### config.mk
export PLATFORM = sky130hd
export DESIGN_NAME = fetch_stage
export DESIGN_NICKNAME = d
export VERILOG_FILES = /design/src/rtl/fetch_stage_pkg.sv /design/src/rtl/fetch_perf_counters.sv /design/src/rtl/fetch_stage.sv
export SDC_FILE = /design/constraint.sdc
export NUM_CORES = 1
export LEC_CHECK = 0
export CORE_MARGIN = 2
export CORE_UTILIZATION = 38
export CTS_CLUSTER_DIAMETER = 60
export DETAILED_ROUTE_END_ITERATION = 8
export MAX_ROUTING_LAYER = met4
export PLACE_DENSITY = 0.79
export SYNTH_ARGS = -nofsm -noshare
export SYNTH_HDL_FRONTEND = slang
export SYNTH_SLANG_ARGS = --single-unit
export TNS_END_PERCENT = 20
### constraint.sdc
create_clock -name clock -period 2 [get_ports clock]
set_input_delay 0.4 -clock clock [delete_from_list [all_inputs] [get_ports clock]]
set_output_delay 0.4 -clock clock [all_outputs]
set_load 0.03 [all_outputs]
### src/rtl/fetch_stage_pkg.sv
// Shared constants, next-state select encoding and helpers for the IF stage.
package fetch_stage_pkg;

    localparam logic [31:0] NOP_INSTR        = 32'h0000_0000;  // sll $0,$0,0
    localparam logic [31:0] DEFAULT_RESET_PC = 32'h0000_0000;

    typedef enum logic [1:0] {
        SEL_STEP   = 2'd0,
        SEL_JUMP   = 2'd1,
        SEL_BRANCH = 2'd2
    } fetch_sel_e;

    function automatic logic [31:0] sat_inc(input logic [31:0] value);
        return (value == 32'hFFFF_FFFF) ? value : value + 32'd1;
    endfunction

    function automatic logic [31:0] word_align(input logic [31:0] addr);
        return addr & ~32'h0000_0003;
    endfunction

endpackage

### src/rtl/fetch_perf_counters.sv
// Three saturating event counters for the fetch stage (fetches, stalls, flushes).
module fetch_perf_counters
    import fetch_stage_pkg::*;
(
    input  logic        clk,
    input  logic        rst_n,
    input  logic        fetch_evt,
    input  logic        stall_evt,
    input  logic        flush_evt,
    output logic [31:0] fetch_cnt,
    output logic [31:0] stall_cnt,
    output logic [31:0] flush_cnt
);

    always_ff @(posedge clk or negedge rst_n) begin
        if (!rst_n) begin
            fetch_cnt <= '0;
            stall_cnt <= '0;
            flush_cnt <= '0;
        end else begin
            if (fetch_evt) fetch_cnt <= sat_inc(fetch_cnt);
            if (stall_evt) stall_cnt <= sat_inc(stall_cnt);
            if (flush_evt) flush_cnt <= sat_inc(flush_cnt);
        end
    end

endmodule

### src/rtl/fetch_stage.sv
// MIPS IF stage: PC register, PC+4, next-PC select and IF/ID register.
// Optional performance counters are built only when FETCH_PERF_EN is defined.
module fetch_stage
    import fetch_stage_pkg::*;
#(
    parameter logic [31:0] RESET_PC = DEFAULT_RESET_PC,
    parameter int          IMEM_AW  = 10
) (
    input  logic               clock,
    input  logic               reset,
    input  logic               PC_Write,
    input  logic               IFID_Write,
    input  logic               Jump,
    input  logic               PCSrc,
    input  logic [31:0]        Branch_target,
    output logic [IMEM_AW-1:0] imem_addr,
    input  logic [31:0]        imem_rdata,
    output logic [31:0]        PC,
    output logic [31:0]        IFID_instr,
    output logic [31:0]        IFID_PCplus4,
    output logic               IFID_valid,
    output logic [31:0]        perf_fetch,
    output logic [31:0]        perf_stall,
    output logic [31:0]        perf_flush
);

    fetch_sel_e  sel;
    logic [31:0] pc_plus4;
    logic [31:0] jump_target;

    assign pc_plus4    = PC + 32'd4;
    assign jump_target = {IFID_PCplus4[31:28], IFID_instr[25:0], 2'b00};
    assign imem_addr   = PC[IMEM_AW+1:2];

    // A jump only redirects when the instruction carrying it advances out of IF/ID;
    // a held jump re-asserts once the stall lifts.
    // NOTE: the default assignment first keeps this block free of inferred latches.
    always_comb begin
        sel = SEL_STEP;
        if (PCSrc)
            sel = SEL_BRANCH;
        else if (Jump && IFID_Write)
            sel = SEL_JUMP;
    end

    // NOTE: non-blocking assignments so every register samples pre-edge values.
    always_ff @(posedge clock or negedge reset) begin
        if (!reset) begin
            PC           <= word_align(RESET_PC);
            IFID_instr   <= NOP_INSTR;
            IFID_PCplus4 <= '0;
            IFID_valid   <= 1'b0;
        end else begin
            unique case (sel)
                SEL_BRANCH, SEL_JUMP: begin
                    PC           <= (sel == SEL_BRANCH) ? word_align(Branch_target) : jump_target;
                    IFID_instr   <= NOP_INSTR;
                    IFID_PCplus4 <= '0;
                    IFID_valid   <= 1'b0;
                end
                default: begin
                    if (PC_Write)
                        PC <= pc_plus4;
                    if (IFID_Write) begin
                        IFID_instr   <= imem_rdata;
                        IFID_PCplus4 <= pc_plus4;
                        IFID_valid   <= 1'b1;
                    end
                end
            endcase
        end
    end

`ifdef FETCH_PERF_EN
    logic fetch_evt;
    logic stall_evt;
    logic flush_evt;

    assign fetch_evt = (sel == SEL_STEP) && PC_Write && IFID_Write;
    assign stall_evt = !PCSrc && !PC_Write;
    assign flush_evt = (sel != SEL_STEP);

    fetch_perf_counters u_perf (
        .clk       (clock),
        .rst_n     (reset),
        .fetch_evt (fetch_evt),
        .stall_evt (stall_evt),
        .flush_evt (flush_evt),
        .fetch_cnt (perf_fetch),
        .stall_cnt (perf_stall),
        .flush_cnt (perf_flush)
    );
`else
    assign perf_fetch = '0;
    assign perf_stall = '0;
    assign perf_flush = '0;
`endif

endmodule
==> metrics.txt <==
Sequential Power Share 39.1%; Post-synth EDFFs 0; fin cells 935; slowest cell on the critical path clkdlybuf4s50_1; routability-driven placement congestion ratio around 0.92; maxcap violations 0; CTS root buffer clkbuf_16; Post-Syn Area 5760 um2; YS warnings 0; row cnt between 40 and 50; worst hold path type in2async; RSZ-0062 raised after global routing true; Layout area overhead 36.1%; Post-Synthesis Cells 562; Psw 0.00183 W; total CTS buffers 9; Worst Path Arrival 1.57 ns; I/O Buffers 170; detailed placement HPWL 11,800 um; Mean Syn Cell Area 10.2 um2; P_int 0.00364 W; hold_ws 0.00843 ns; Worst R2R Path Depth 6; Die H 127 um; Avg WL per Cell 16.3 um; Die W ~130 um; share of cells above drive strength 1 15.8%; die area approximately 16,000 um2; Hold Fails Final Rpt 0; first-pass GRT wire length between 20,000 and 25,000 um; CTS tree yes; H-tree Lvls 3; Pre-antenna DRT Iters 4; worst-case clock buffer depth 2; Netlist cell types 38; Crit Path Max Fanout 6; Async SR Flop Fraction 100%; Skew-Pair Late Insertion Delay 0.34 ns; starting DRC count in detailed routing around 240; cell chain of the critical path buf_4 -> clkdlybuf4s50_1; # IOs roughly 270; final net count just over 800; # DRC 0; skew final 0.00602 ns; DP Area 7490 um2; Placed Cells a little over 900; switching share of power 33.5%; DR vias/cell between 4 and 5; register area share after synthesis 40.4%; diode count 0; routed vias 4,571; min cycle time layout 1.97 ns; Gate power share between 20% and 30%; startpoint types flop; Max Fclk 0.508 GHz; Clk pwr share 31.1%; pwr dens 698 nW/um2; outcome finished, final reports clean; DRT antenna net count 0; Peak VDD IR 0.369 mV; clock slew at reported path FFs around 0.060 ns; vias in the first global route 4,386; critical path data required time between 1.5 and 2 ns; period utilization 98.4%; grt total ovfl 0; CP endpoint kind primary output; final wirelength 15,300 um; Total GRT Usage 18.9%; number of synthesized register bits 93; max incr delay on CP 0.68 ns; largest net degree at the start of global routing 46; clock sinks 93; starting density of the core 39.3%; kind of critical path reg2out; core area roughly 15,000 um2; antenna violations before repair 0; Slew Limit Fails 0; cell leakage power 3.51 nW; cell area after layout 7830 um2; final setup fails 0; ys flop type dfrtp_1
==> layer usage <==
| layer | vias up | part of all wire (%) | track usage, % |
|---|---|---|---|
| met5 | - | 0 | - |
| met4 | 0 | 2.9 | 8.02 |
| met3 | 30 | 5.8 | 2.72 |
| met2 | 191 | 50 | 30.4 |
| met1 | 2212 | 41 | 24.1 |
| li1 | 2138 | - | - |
==> cell families (layout without fill, tap and decap cells) <==
group | after synthesis | count (layout) | share of synthesized area [%]
adder cells (fa/ha/maj) | 1 | 1 | 0.217
AO/OA/AOI/OAI | 115 | 115 | 15.1
XOR/XNOR | 57 | 57 | 8.67
AND/OR/NAND/NOR | 128 | 128 | 13.7
buffers and inverters | 157 | 247 | 20.1
other | 1 | 100 | 0.0651
flip-flops | 93 | 93 | 40.4
multiplexers | 10 | 10 | 1.74
==> power groups by stage <==
stage | sequential, W | clock, W | combinational, W
4_1_cts | 0.00214 | 0.00175 | 0.00163
3_5_place_dp | 0.00218 | 0 | 0.00163
2_1_floorplan | 0.00239 | 0 | 0.000954
6_report | 0.00214 | 0.00170 | 0.00163
3_3_place_gp | 0.00217 | 0 | 0.00161
5_1_grt | 0.00216 | 0.00182 | 0.00172
==> cell usage in the layout, fill, tap and decap left out, types with 12 or more instances in the layout <==
cell / instances
a211oi_1: 21
a21oi_1: 21
a22o_1: 62
buf_4: 54
clkdlybuf4s50_1: 156
conb_1: 100
dfrtp_1: 73
dfrtp_2: 20
nand2_1: 27
nand3_1: 12
nand4_1: 15
nor2_1: 13
nor2b_1: 20
xnor2_1: 29
xor2_1: 28
==> worst max-delay path, delay by kind of cell (launching register included) <==
kind                   cells  cell delay [ns]
buffers and inverters      2             0.84
flip-flops                 1             0.39
==> final timing paths <==
check                                             from                            to  slack [ns]
min                                              reset   IFID_PCplus4[4]$_DFFE_PN0P_       0.008
max reg2reg                         PC[15]$_DFFE_PN0P_  IFID_PCplus4[28]$_DFFE_PN0P_        0.06
max                                  PC[9]$_DFFE_PN0P_                         PC[9]        0.03
min in group clock         IFID_PCplus4[2]$_DFFE_PN0P_   IFID_PCplus4[2]$_DFFE_PN0P_        0.50
max in group asynchronous                        reset   IFID_PCplus4[7]$_DFFE_PN0P_        1.30
min reg2reg                IFID_PCplus4[2]$_DFFE_PN0P_   IFID_PCplus4[2]$_DFFE_PN0P_        0.50
==> Yosys cell counts (14+ instances only) <==
cell,n,area share [%]
a22o_1,62,9.4
dfrtp_1,93,40
nand2_1,27,1.8
buf_4,115,15
nand4_1,15,1.6
a21oi_1,21,1.8
xnor2_1,29,4.4
clkbuf_1,20,1.3
xor2_1,28,4.3
a211oi_1,21,2.7
nor2_1,14,0.91
nor2b_1,20,2.2
==> area by class of cell <==
cell class | instances | area (um2)
clock buffer | 12 | 246
clock inverter | 4 | 47.5
fill | 1302 | 6810
inverter | 3 | 11.3
multi-input combinational | 411 | 2740
sequential | 93 | 2350
tap | 184 | 230
timing repair buffer | 228 | 2200
==> sequential cells by signal, summed over array words and instances, names as in the netlist <==
name,cells
IFID_instr,32
IFID_valid,1
PC,30
IFID_PCplus4,30
==> stage by stage <==
step | power (W) | setup TNS, ns | setup slack (ns) | utilization (%)
floorplan | 0.00334 | -0.0636 | -0.0335 | -
global placement | 0.00379 | -0.0369 | -0.0343 | 51.1
detailed placement | 0.00381 | -0.151 | -0.0789 | 51.1
CTS | 0.00552 | 0 | 0.00141 | 53.1
global route | 0.00570 | -0.0178 | -0.0102 | 53.5
finish | 0.00547 | 0 | 0.0324 | 53.5
==> what timing repair did <==
item,4_1_cts,5_1_grt
pin swaps,0,3
endpoints found under the setup margin,5,13
cloned,0,0
resized for setup,5,14
hold buffers,0,0
setup buffers,0,0
Power figures use the tool's default switching activity.
